`src/rtl/coloring_sched.sv`:
```
// Round-robin scheduler sharing one external coloring rule-checker among N_REQ requesters.
// Each granted packet is streamed through the cleared checker and its violations are reported.
module coloring_sched #(
  parameter int N_REQ = 4,
  parameter int LEN_W = 4,
  parameter int ID_W  = 2
) (
  input  logic                   clk,
  input  logic                   rst_n,
  input  logic [N_REQ-1:0]       req,
  input  logic [N_REQ*LEN_W-1:0] req_len,
  input  logic [N_REQ*2-1:0]     req_color,
  output logic [N_REQ-1:0]       gnt,
  output logic                   col_pop,
  output logic                   chk_rst_n,
  output logic [1:0]             chk_color,
  input  logic                   chk_check,
  output logic                   done,
  output logic [ID_W-1:0]        done_id,
  output logic [LEN_W-1:0]       viol_cnt,
  output logic                   pass,
  output logic [2:0]             dbg_state
);

  // Handshake: a requester holds req high with its current color on req_color; it moves to
  // its next color after every edge where gnt[i] & col_pop is high. req is only sampled in IDLE.

  typedef enum logic [2:0] {
    S_IDLE   = 3'd0,
    S_CLEAR  = 3'd1,
    S_STREAM = 3'd2,
    S_DRAIN  = 3'd3,
    S_DONE   = 3'd4
  } state_t;

  localparam int CW = ID_W + 1;

  state_t           state_q, state_d;
  logic [ID_W-1:0]  ptr_q, ptr_d;
  logic [ID_W-1:0]  win_q, win_d;
  logic [LEN_W-1:0] len_q, len_d;
  logic [LEN_W-1:0] rem_q, rem_d;
  logic [LEN_W-1:0] viol_q, viol_d;

  logic [N_REQ-1:0] gnt_d;
  logic             col_pop_d, chk_rst_n_d, done_d, pass_d;
  logic [1:0]       chk_color_d;
  logic [ID_W-1:0]  done_id_d;
  logic [LEN_W-1:0] viol_cnt_d;

  logic             win_found;
  logic [ID_W-1:0]  win_id;
  logic [LEN_W-1:0] win_len;
  logic [CW-1:0]    cand;

  assign dbg_state = state_q;

  // First requester at or after ptr, wrapping around.
  always_comb begin
    win_found = 1'b0;
    win_id    = '0;
    cand      = '0;
    for (int k = 0; k < N_REQ; k++) begin
      cand = {1'b0, ptr_q} + CW'(k);
      if (cand >= CW'(N_REQ)) cand = cand - CW'(N_REQ);
      if (!win_found && req[cand[ID_W-1:0]]) begin
        win_found = 1'b1;
        win_id    = cand[ID_W-1:0];
      end
    end
    win_len = req_len[int'(win_id)*LEN_W +: LEN_W];
  end

  always_comb begin
    state_d     = state_q;
    ptr_d       = ptr_q;
    win_d       = win_q;
    len_d       = len_q;
    rem_d       = rem_q;
    viol_d      = viol_q;
    gnt_d       = gnt;
    col_pop_d   = 1'b0;
    chk_rst_n_d = 1'b0;
    chk_color_d = chk_color;
    done_d      = 1'b0;
    done_id_d   = done_id;
    viol_cnt_d  = viol_cnt;
    pass_d      = pass;

    if ((state_q == S_STREAM || state_q == S_DRAIN) && chk_check)
      viol_d = viol_q + LEN_W'(1);

    // col_pop runs one cycle ahead of the checker: the color captured on a popping edge is
    // the one the requester shows before advancing, so color k lands in stream cycle k.
    if (col_pop)
      chk_color_d = req_color[int'(win_q)*2 +: 2];

    case (state_q)
      S_IDLE: begin
        if (win_found) begin
          state_d        = S_CLEAR;
          win_d          = win_id;
          len_d          = win_len;
          viol_d         = '0;
          gnt_d          = '0;
          gnt_d[win_id]  = 1'b1;
          col_pop_d      = (win_len != '0);
        end
      end
      S_CLEAR: begin
        if (len_q != '0) begin
          state_d     = S_STREAM;
          rem_d       = len_q - LEN_W'(1);
          chk_rst_n_d = 1'b1;
          col_pop_d   = (len_q != LEN_W'(1));
        end else begin
          state_d = S_DONE;
        end
      end
      S_STREAM: begin
        chk_rst_n_d = 1'b1;
        if (rem_q == '0) begin
          state_d = S_DRAIN;
        end else begin
          rem_d     = rem_q - LEN_W'(1);
          col_pop_d = (rem_q != LEN_W'(1));
        end
      end
      S_DRAIN: state_d = S_DONE;
      S_DONE:  state_d = S_IDLE;
      default: state_d = S_IDLE;
    endcase

    // Result registers load on entry to DONE so they are valid while done is high.
    if (state_d == S_DONE) begin
      gnt_d      = '0;
      done_d     = 1'b1;
      done_id_d  = win_q;
      viol_cnt_d = viol_d;
      pass_d     = (viol_d == '0);
      ptr_d      = (win_q == ID_W'(N_REQ - 1)) ? '0 : win_q + ID_W'(1);
    end
  end

  always_ff @(posedge clk or negedge rst_n) begin
    if (!rst_n) begin
      state_q   <= S_IDLE;
      ptr_q     <= '0;
      win_q     <= '0;
      len_q     <= '0;
      rem_q     <= '0;
      viol_q    <= '0;
      gnt       <= '0;
      col_pop   <= 1'b0;
      chk_rst_n <= 1'b0;
      chk_color <= 2'd0;
      done      <= 1'b0;
      done_id   <= '0;
      viol_cnt  <= '0;
      pass      <= 1'b0;
    end else begin
      state_q   <= state_d;
      ptr_q     <= ptr_d;
      win_q     <= win_d;
      len_q     <= len_d;
      rem_q     <= rem_d;
      viol_q    <= viol_d;
      gnt       <= gnt_d;
      col_pop   <= col_pop_d;
      chk_rst_n <= chk_rst_n_d;
      chk_color <= chk_color_d;
      done      <= done_d;
      done_id   <= done_id_d;
      viol_cnt  <= viol_cnt_d;
      pass      <= pass_d;
    end
  end

endmodule

```
`config.mk`:
```
export PLATFORM = sky130hd
export DESIGN_NAME = coloring_sched
export DESIGN_NICKNAME = d
export VERILOG_FILES = /design/src/rtl/coloring_sched.sv
export SDC_FILE = /design/constraint.sdc
export NUM_CORES = 1
export LEC_CHECK = 0
export CORE_MARGIN = 2
export CORE_UTILIZATION = 48
export CTS_CLUSTER_DIAMETER = 100
export DETAILED_ROUTE_END_ITERATION = 12
export GPL_TIMING_DRIVEN = 0
export PLACE_DENSITY = 0.8
export REMOVE_ABC_BUFFERS = 1
export SYNTH_ARGS = -nofsm -noshare
export SYNTH_HDL_FRONTEND = slang
export SYNTH_SLANG_ARGS = --single-unit
```
`constraint.sdc`:
```
create_clock -name clk -period 2.1 [get_ports clk]
set_input_delay 0.42 -clock clk [delete_from_list [all_inputs] [get_ports clk]]
set_output_delay 0.42 -clock clk [all_outputs]
set_load 0.05 [all_outputs]
```
# Yosys cells after proc, flatten, opt, wreduce, memory -nomap -nowiden
# Cells that the tools add are included.
# op_classes
bitwise_logic	0
n_div	0
shifts	2
add_sub_neg	11
reduce_logical	20
multipliers	0
n_eq_ne	9
mux	43
magnitude_cmp	10
# op_table
operator	count
two-way mux 4 bit	8
two-way mux 2 bit	9
variable part select 16 x 5 -> 4 bit	1
less-than comparator 2 x 3 -> 1 bit, second input constant	5
two-way mux 1 bit	14
case mux 3 bit (4 select lines)	1
greater-or-equal comparator 3 bit, second input constant	3
two-way mux 3 bit	3
binary-select mux 1 bit (select 2 bit)	4
zero test 4 bit	2
inequality test 4 x 1 -> 1 bit, second input constant	2
case mux 4 bit (2 select lines)	1
nonzero test 4 bit	2
variable part select 8 x 4 -> 2 bit	1
subtractor 2 x 1 -> 2 bit, second input constant	4
subtractor 4 x 1 -> 4 bit, second input constant	2
adder 2 x 2 -> 3 bit, second input constant	2
equality test 3 x 2 -> 1 bit, second input constant	2
nonzero test 2 bit	3
logical AND 1 bit	5
adder 4 x 1 -> 4 bit, second input constant	1
inequality test 2 bit, second input constant	2
AND reduction 2 bit	2
adder 2 x 1 -> 3 bit, second input constant	1
13 further kinds	15
# totals
ramBits	0
latch_bits	0
word_cells	109
reg_bits	35
output_inout_bits	19
mem_count	0
rom_bits	0
input_bits	31

# Longest topological paths before layout
# Gate-level depths: netlist of the first run.
# logic_depth
depth_word	21
mapped_depth	9
depth_no_buf	8

# Worst setup path after synthesis of the first run
# Ideal clock, no wire load.
# synth_path
path_kind	register -> register
startpoint	register state_q[0], in the netlist dbg_state[0]
endpoint	register rem_q[2]
synth_period_minus_slack_ps	1855
required_time_ps	1979
stages_incl_launch_ff	9
setup_slack_ps	245
path_buffers	2
t_arrival_ps	1734
path_cell_list	dfrtp_1 nor2_1 and2_1 clkbuf_1 nand3_1 and2_1 buf_2 o21ai_0 a22o_1
# synth_between
elab_chain_cells	3
word_cells_on_any_way	7
classes_between	eq/ne (4); mux (1); reduce/logical (2)
# synth_rtl
element	line_no	source
start: declaration	38	state_t state_q, state_d;
start signal: assignment	162	state_q <= state_d;
equality test 3 x 1 -> 1 bit / equality test 3 x 2 -> 1 bit (equally long branches)	98	case (state_q)
inequality test 2 bit (no line) / nonzero test 2 bit (equally long branches)	--	
AND reduction 3 bit (no line)	--	
end signal: assignment	166	rem_q <= rem_d;
end: declaration	42	logic [LEN_W-1:0] rem_q, rem_d;
# Several ways; a longest one is shown, not always the timed one.
# A chain may end at the register's enable or synchronous reset.

# Worst setup path after layout of the first run
# layout_path
startpoint	register state_q[1], in the netlist dbg_state[1]
endpoint	output dbg_state[1]
# layout_rtl
element	line_no	source
end: declaration	22	output logic [2:0] dbg_state
# No word-level cell between the ends.

==> reports/metrics.cfg, run 1 <==
[timing]
period_share_pct=95.97
finClkSkew_ns=0.006973
setup_violations=0
whs_ns=0.1832
finalMaxSlewViolations=0
rsz0062_at_grt=false
relSlewSlack_pct=50.49
fin_crit_ns=2.015
hold_viol_final=0
clock.fmax_mhz=496.2
worst_slew_pin_slew_ns=0.7426

[worst_setup_path]
critPathMaxFanout=7
timing.rr.start=ptr_q[0]
worstReg2RegEnd=col_pop
cp.depth=1
path_class=reg -> out
worstPathRequired_ns=1.68
cp.buffers_inverters=1
cpMaxStageDelayCell=clkdlybuf4s50_1
r2r_slack_ns=0.13
cp.arrival_ns=1.60
cp_top_family=buffers and inverters
cp-endpoint=dbg_state[1]
end_kind=output pin
setup.worst_path.start=dbg_state[1]
start_kind=flip-flop
max_stage_delay_ns=0.84
r2r_cells=8
crit_chain=clkdlybuf4s50_1

[pwr]
p_leak_nw=1.150
power_density_nw_per_um2=1629
peakVddDrop_mv=0.6597

[synthesis]
yosysMostFrequentCell=dfrtp_1
netlist_area_um2=1832
ys_seq_area_share_pct=47.81
synthTopCellsByCount=dfrtp_1, nand2_1, mux2i_1, o21ai_0, nor2_1
synth.area.top_cells=dfrtp_1, mux2i_1, nand2_1
synth_ff_type=dfrtp_1
synth-seq-cells=35
netlist_instances=181
synth_top_area_share_pct=47.81
ys_warn_count=0
yosysTopAreaCell=dfrtp_1
synth_cell_type_count=34
synth_edf_count=0
postSynthAreaPerCell_um2=10.12
synth-async-reset-ratio_pct=100.0

[cts]
clockBufferDepth=2
root_buffer=clkbuf_8
clkTransAtPathRegs_ns=0.08
clkLatencyLatePin_ns=0.29
cts_max_level=2
cts.sinks=35
cts_buffers=5
hold_buffers=0
cts_tree=built

[run_status]
status=completed

[drt]
ant_nets=0
drc=0
vias=1483
route.met3.wl_um=236
post_drt_via_cell_ratio=5.185
wl_met1_mm=1.619
wl_met2_mm=1.895
avgRoutedWirePerCell_um=13.28
drtIter0Drc=82
dr.pass1.iters=4
wl_mm=3.797
dr.max_layer_used=met4

[hold_path]
hold_path_class=in -> async

[final_layout]
nets=275
final_area_um2=2551
drive_gt1_share_pct=13.03
diodes=0
syn_to_final_growth_pct=39.28

[floorplan]
num_rows=22
io_pins=50
dieWidth_um=65.78
start_util_pct=50.03
fp.dieH_um=65.78
coreArea_um2=3661
die_area_um2=4326

[grt]
grt_max_degree=36
grt_pass1_vias=1446
grt_pass1_wl_mm=6.527
grt_remaining_overflow=0
grt_antenna_before_repair=0
track_usage_pct=20.10

[place]
routabilityCongestion=0.7584
placed_cell_area_um2=2341
dp_hpwl_mm=2.702
portBuffers=49

[flow_run]
cap_violations=0

## metal layers
layer / up-vias / track usage [%]
li1: 739 / -
met1: 692 / 23.30
met2: 47 / 35.61
met3: 5 / 6.303
met4: 0 / 5.469
met5: - / 0
## worst min-delay path by stage
| stage | cells after the start | startpoint | to | slack (ns) |
|---|---|---|---|---|
| 2_1_floorplan | 0 | rst_n | chk_color[0] | 0.12 |
| 3_3_place_gp | 2 | done_id[1] | done_id[1] | 0.46 |
| 3_5_place_dp | 2 | done_id[1] | done_id[1] | 0.46 |
| 4_1_cts | 1 | rst_n | done | 0.21 |
| 5_1_grt | 1 | rst_n | viol_cnt[3] | 0.25 |
| 6_report | 1 | rst_n | done | 0.18 |
## cells in the final DEF, fill, tap and decap left out, types with 2 or more instances in the layout
cell,Yosys,routed
nor2_2,1,2
a21boi_0,3,2
clkdlybuf4s50_1,0,44
and2_1,3,2
xnor2_1,4,4
xor2_1,2,2
o31ai_1,4,4
nand2_1,32,32
bufinv_16,0,2
buf_4,0,7
dfrtp_1,35,35
mux2_2,4,4
nor2_1,11,9
dlygate4sd2_1,0,3
a22o_1,2,2
mux2i_1,16,16
mux4_2,2,2
clkbuf_8,0,5
ha_1,7,7
inv_1,7,7
o21ai_0,14,14
o22ai_1,3,3
nor3_1,3,3
a21oi_1,2,2
nand3_1,7,7
## flip-flops by register name, indices dropped and copies added, names as in the netlist, 3 cells and up
register / count
dbg_state: 3
viol_cnt: 4
gnt: 4
rem_q: 4
viol_q: 4
len_q: 4
## logic make-up (layout without fill, tap and decap cells)
kind of cell	count (synthesis)	count (layout)	share of synthesized area, %
AND/OR/NAND/NOR	64	64	15.51
flip-flops	35	35	47.81
AO/OA/AOI/OAI	33	33	11.95
multiplexers	22	22	13.66
buffers and inverters	14	71	3.415
adder cells (fa/ha/maj)	7	7	4.781
XOR/XNOR	6	6	2.869
## power breakdown
part	internal, W	leakage [nW]	switching, W
Clock	0.000473	0.0644	0.000253
Combinational	0.000902	0.643	0.00130
Sequential	0.000965	0.442	0.000258
Total	0.00234	1.15	0.00182
## through the flow
stage               cells  utilization, %  setup TNS [ns]  power [W]  setup WS (ns)
global placement      271           64.08          -8.521   0.003288        -0.5635
global route          286           69.69               0   0.004461        0.01741
detailed placement    271           63.94          -5.857   0.003343        -0.6502
CTS                   286           69.45               0   0.004170        0.06858
finish                286           69.69               0   0.004156        0.08456
floorplan             174               -         -0.2048   0.002710        -0.1024
## timing repair
action	4_1_cts	5_1_grt
gates resized for setup	9	4
setup endpoints to repair	12	8
buffers inserted	7	0
cloned	0	0
pin swaps	4	1
## final cells by class
class	count	area, um^2
clock inverter	3	67.56
inverter	7	26.28
fill	295	1110
timing repair buffer	56	536.8
sequential	35	875.8
tap	48	60.06
clock buffer	5	68.82
multi-input combinational	132	915.9
No activity file was read; power rests on OpenSTA's default activity.
==> run 2, diff against run 1 <==
--- a/config.mk
+++ b/config.mk
@@ -10,7 +10,7 @@
 export CTS_CLUSTER_DIAMETER = 100
 export DETAILED_ROUTE_END_ITERATION = 12
 export GPL_TIMING_DRIVEN = 0
-export PLACE_DENSITY = 0.8
+export PLACE_DENSITY_LB_ADDON = 0.3
 export REMOVE_ABC_BUFFERS = 1
 export SYNTH_ARGS = -nofsm -noshare
 export SYNTH_HDL_FRONTEND = slang
==> constraint.sdc (replaced) <==
create_clock -name clk -period 2.1 [get_ports clk]
set_input_delay 0.63 -clock clk [delete_from_list [all_inputs] [get_ports clk]]
set_output_delay 0.63 -clock clk [all_outputs]
set_load 0.05 [all_outputs]
==> run 2 against run 1 <==
Compared with the run above: register-to-register slack is essentially flat; sequential share of layout area shrank 0.45 points; sequential power is essentially flat; global-route usage grew 0.87 points; critical endpoint is now viol_cnt[3]; largest cell class unchanged; largest power group unchanged; highest routed layer unchanged.
==> reports/metrics.cfg, run 2 (synthesized netlist as in run 1, its figures left out) <==
[worst_setup_path]
cp.arrival_ns=1.42  ; -0.18 ns
r2r_cells=8  ; unchanged
cp.depth=1  ; unchanged
cp.buffers_inverters=1  ; unchanged
critPathMaxFanout=2  ; -5
worstPathRequired_ns=1.47  ; -0.21 ns
cp_top_family=buffers and inverters
max_stage_delay_ns=0.80  ; -0.04 ns
cpMaxStageDelayCell=clkdlybuf4s50_1
crit_chain=clkdlybuf4s50_1
start_kind=flip-flop
path_class=reg -> out
end_kind=output pin

[timing]
finClkSkew_ns=0.007845  ; +0.0008728 ns
clock.fmax_mhz=487.6  ; -1.7%
whs_ns=0.4032  ; +0.2200 ns
worst_slew_pin_slew_ns=0.7653  ; +0.02266 ns
rsz0062_at_grt=false
finalMaxSlewViolations=0  ; unchanged
setup_violations=0  ; unchanged
relSlewSlack_pct=48.98  ; -1.5 points
fin_crit_ns=2.051  ; +0.03527 ns
period_share_pct=97.65  ; +1.7 points
hold_viol_final=0  ; unchanged

[pwr]
power_density_nw_per_um2=1583  ; -2.8%
power.internal_w=0.002212  ; -5.5%
p_seq_share_pct=30.1  ; +0.6 points
swShare_pct=46.02  ; +2.3 points
clkPwrFrac_pct=15.1  ; -2.4 points
p_leak_nw=1.288  ; +12%
p_sw_w=0.001886  ; +3.9%
combPwrFrac_pct=54.8  ; +1.7 points
peakVddDrop_mv=0.6274  ; -4.9%

[grt]
grt_pass1_vias=1540  ; +6.5%
grt_pass1_wl_mm=6.906  ; +5.8%
grt_remaining_overflow=0  ; unchanged
grt-busiest-layer=met2
use_met3_pct=4.940  ; -1.4 points
use_met2_pct=38.13  ; +2.5 points
grt_util_met1_pct=24.97  ; +1.7 points
grt_max_degree=36  ; unchanged
grt_antenna_before_repair=0  ; unchanged
track_usage_pct=20.97  ; +0.87 points

[floorplan]
io_pins=50  ; unchanged
coreArea_um2=3661  ; unchanged
start_util_pct=50.03  ; unchanged
dieWidth_um=65.78  ; unchanged
fp.dieH_um=65.78  ; unchanged
num_rows=22  ; unchanged
die_area_um2=4326  ; unchanged

[drt]
avgRoutedWirePerCell_um=14.25  ; +7.3%
post_drt_via_cell_ratio=5.364  ; +3.4%
drc=0  ; unchanged
dr.pass1.iters=4  ; unchanged
vias=1534  ; +3.4%
ant_nets=0  ; unchanged
drtIter0Drc=54  ; -34%
wl_mm=4.076  ; +7.3%

[place]
dp.cells=271  ; unchanged
routabilityCongestion=0.7906  ; +4.2%
portBuffers=49  ; unchanged
dp_hpwl_mm=2.755  ; +2.0%
placed_cell_area_um2=2341  ; unchanged

[final_layout]
final_cells=286  ; unchanged
layout_commonest_cell=dfrtp_1
final_area_um2=2589  ; +1.5%
syn_to_final_growth_pct=41.32
final_cell_mix=dfrtp_1, nand2_1, clkdlybuf4s50_1
drive_gt1_share_pct=16.39  ; +3.4 points
nets=275  ; unchanged
diodes=0  ; unchanged

[hold_path]
hold_path_class=in -> async

[cts]
clkLatencyLatePin_ns=0.29  ; about the same
cts_buffers=5  ; unchanged
cts_tree=built
clockBufferDepth=2  ; unchanged
cts.sinks=35  ; unchanged
hold_buffers=0  ; unchanged
cts_max_level=2  ; unchanged
root_buffer=clkbuf_8
clkTransAtPathRegs_ns=0.08  ; about the same

[flow_run]
cap_violations=0  ; unchanged

[run_status]
status=completed

run 2: power groups by stage:
| stage | sequential [W] | combinational (W) | clock, W |
|---|---|---|---|
| floorplan | 0.00168 | 0.00103 | 0 |
| global placement | 0.00123 | 0.00207 | 0 |
| detailed placement | 0.00123 | 0.00211 | 0 |
| CTS | 0.00123 | 0.00218 | 0.000640 |
| global route | 0.00127 | 0.00246 | 0.000672 |
| finish | 0.00124 | 0.00224 | 0.000619 |
run 2: through the flow:
step	power, W	utilization (%)	setup WS (ns)	TNS, ns
4_1_cts	0.004051	68.87	0.001983	0
2_1_floorplan	0.002710	-	-0.1024	-0.2126
3_5_place_dp	0.003345	63.94	-0.7675	-7.705
3_3_place_gp	0.003301	64.08	-0.7549	-19.36
5_1_grt	0.004404	70.71	0.004850	0
6_report	0.004099	70.71	0.04929	0
run 2: final cells by class:
| type | count | area [um^2] |
|---|---|---|
| Clock buffer | 5 | 68.82 |
| Clock inverter | 3 | 47.55 |
| Sequential cell | 35 | 877.1 |
| Inverter | 7 | 26.28 |
| Multi-Input combinational cell | 132 | 958.4 |
| Timing Repair Buffer | 56 | 550.5 |
| Tap cell | 48 | 60.06 |
| Fill cell | 266 | 1072 |
run 2: final timing paths:
check                       startpoint            to  slack [ns]
min in group clk           viol_cnt[3]   viol_cnt[3]        0.48
setup / recovery           viol_cnt[3]   viol_cnt[3]        0.05
max in group asynchronous        rst_n      ptr_q[0]        1.16
setup reg to reg              ptr_q[1]       col_pop        0.14
hold reg to reg            viol_cnt[3]   viol_cnt[3]        0.48
hold / removal                   rst_n  chk_color[0]        0.40
run 2: per-layer routing:
layer / vias to the layer above / part of all wire, %
li1: 740 / -
met5: - / 0
met2: 40 / 53
met1: 748 / 42
met3: 6 / 3.8
met4: 0 / 1.0
run 2: timing repair:
action,in CTS,in global routing
setup endpoints to repair,19,17
buffers inserted,6,1
pin swaps,4,5
gates resized for setup,19,27
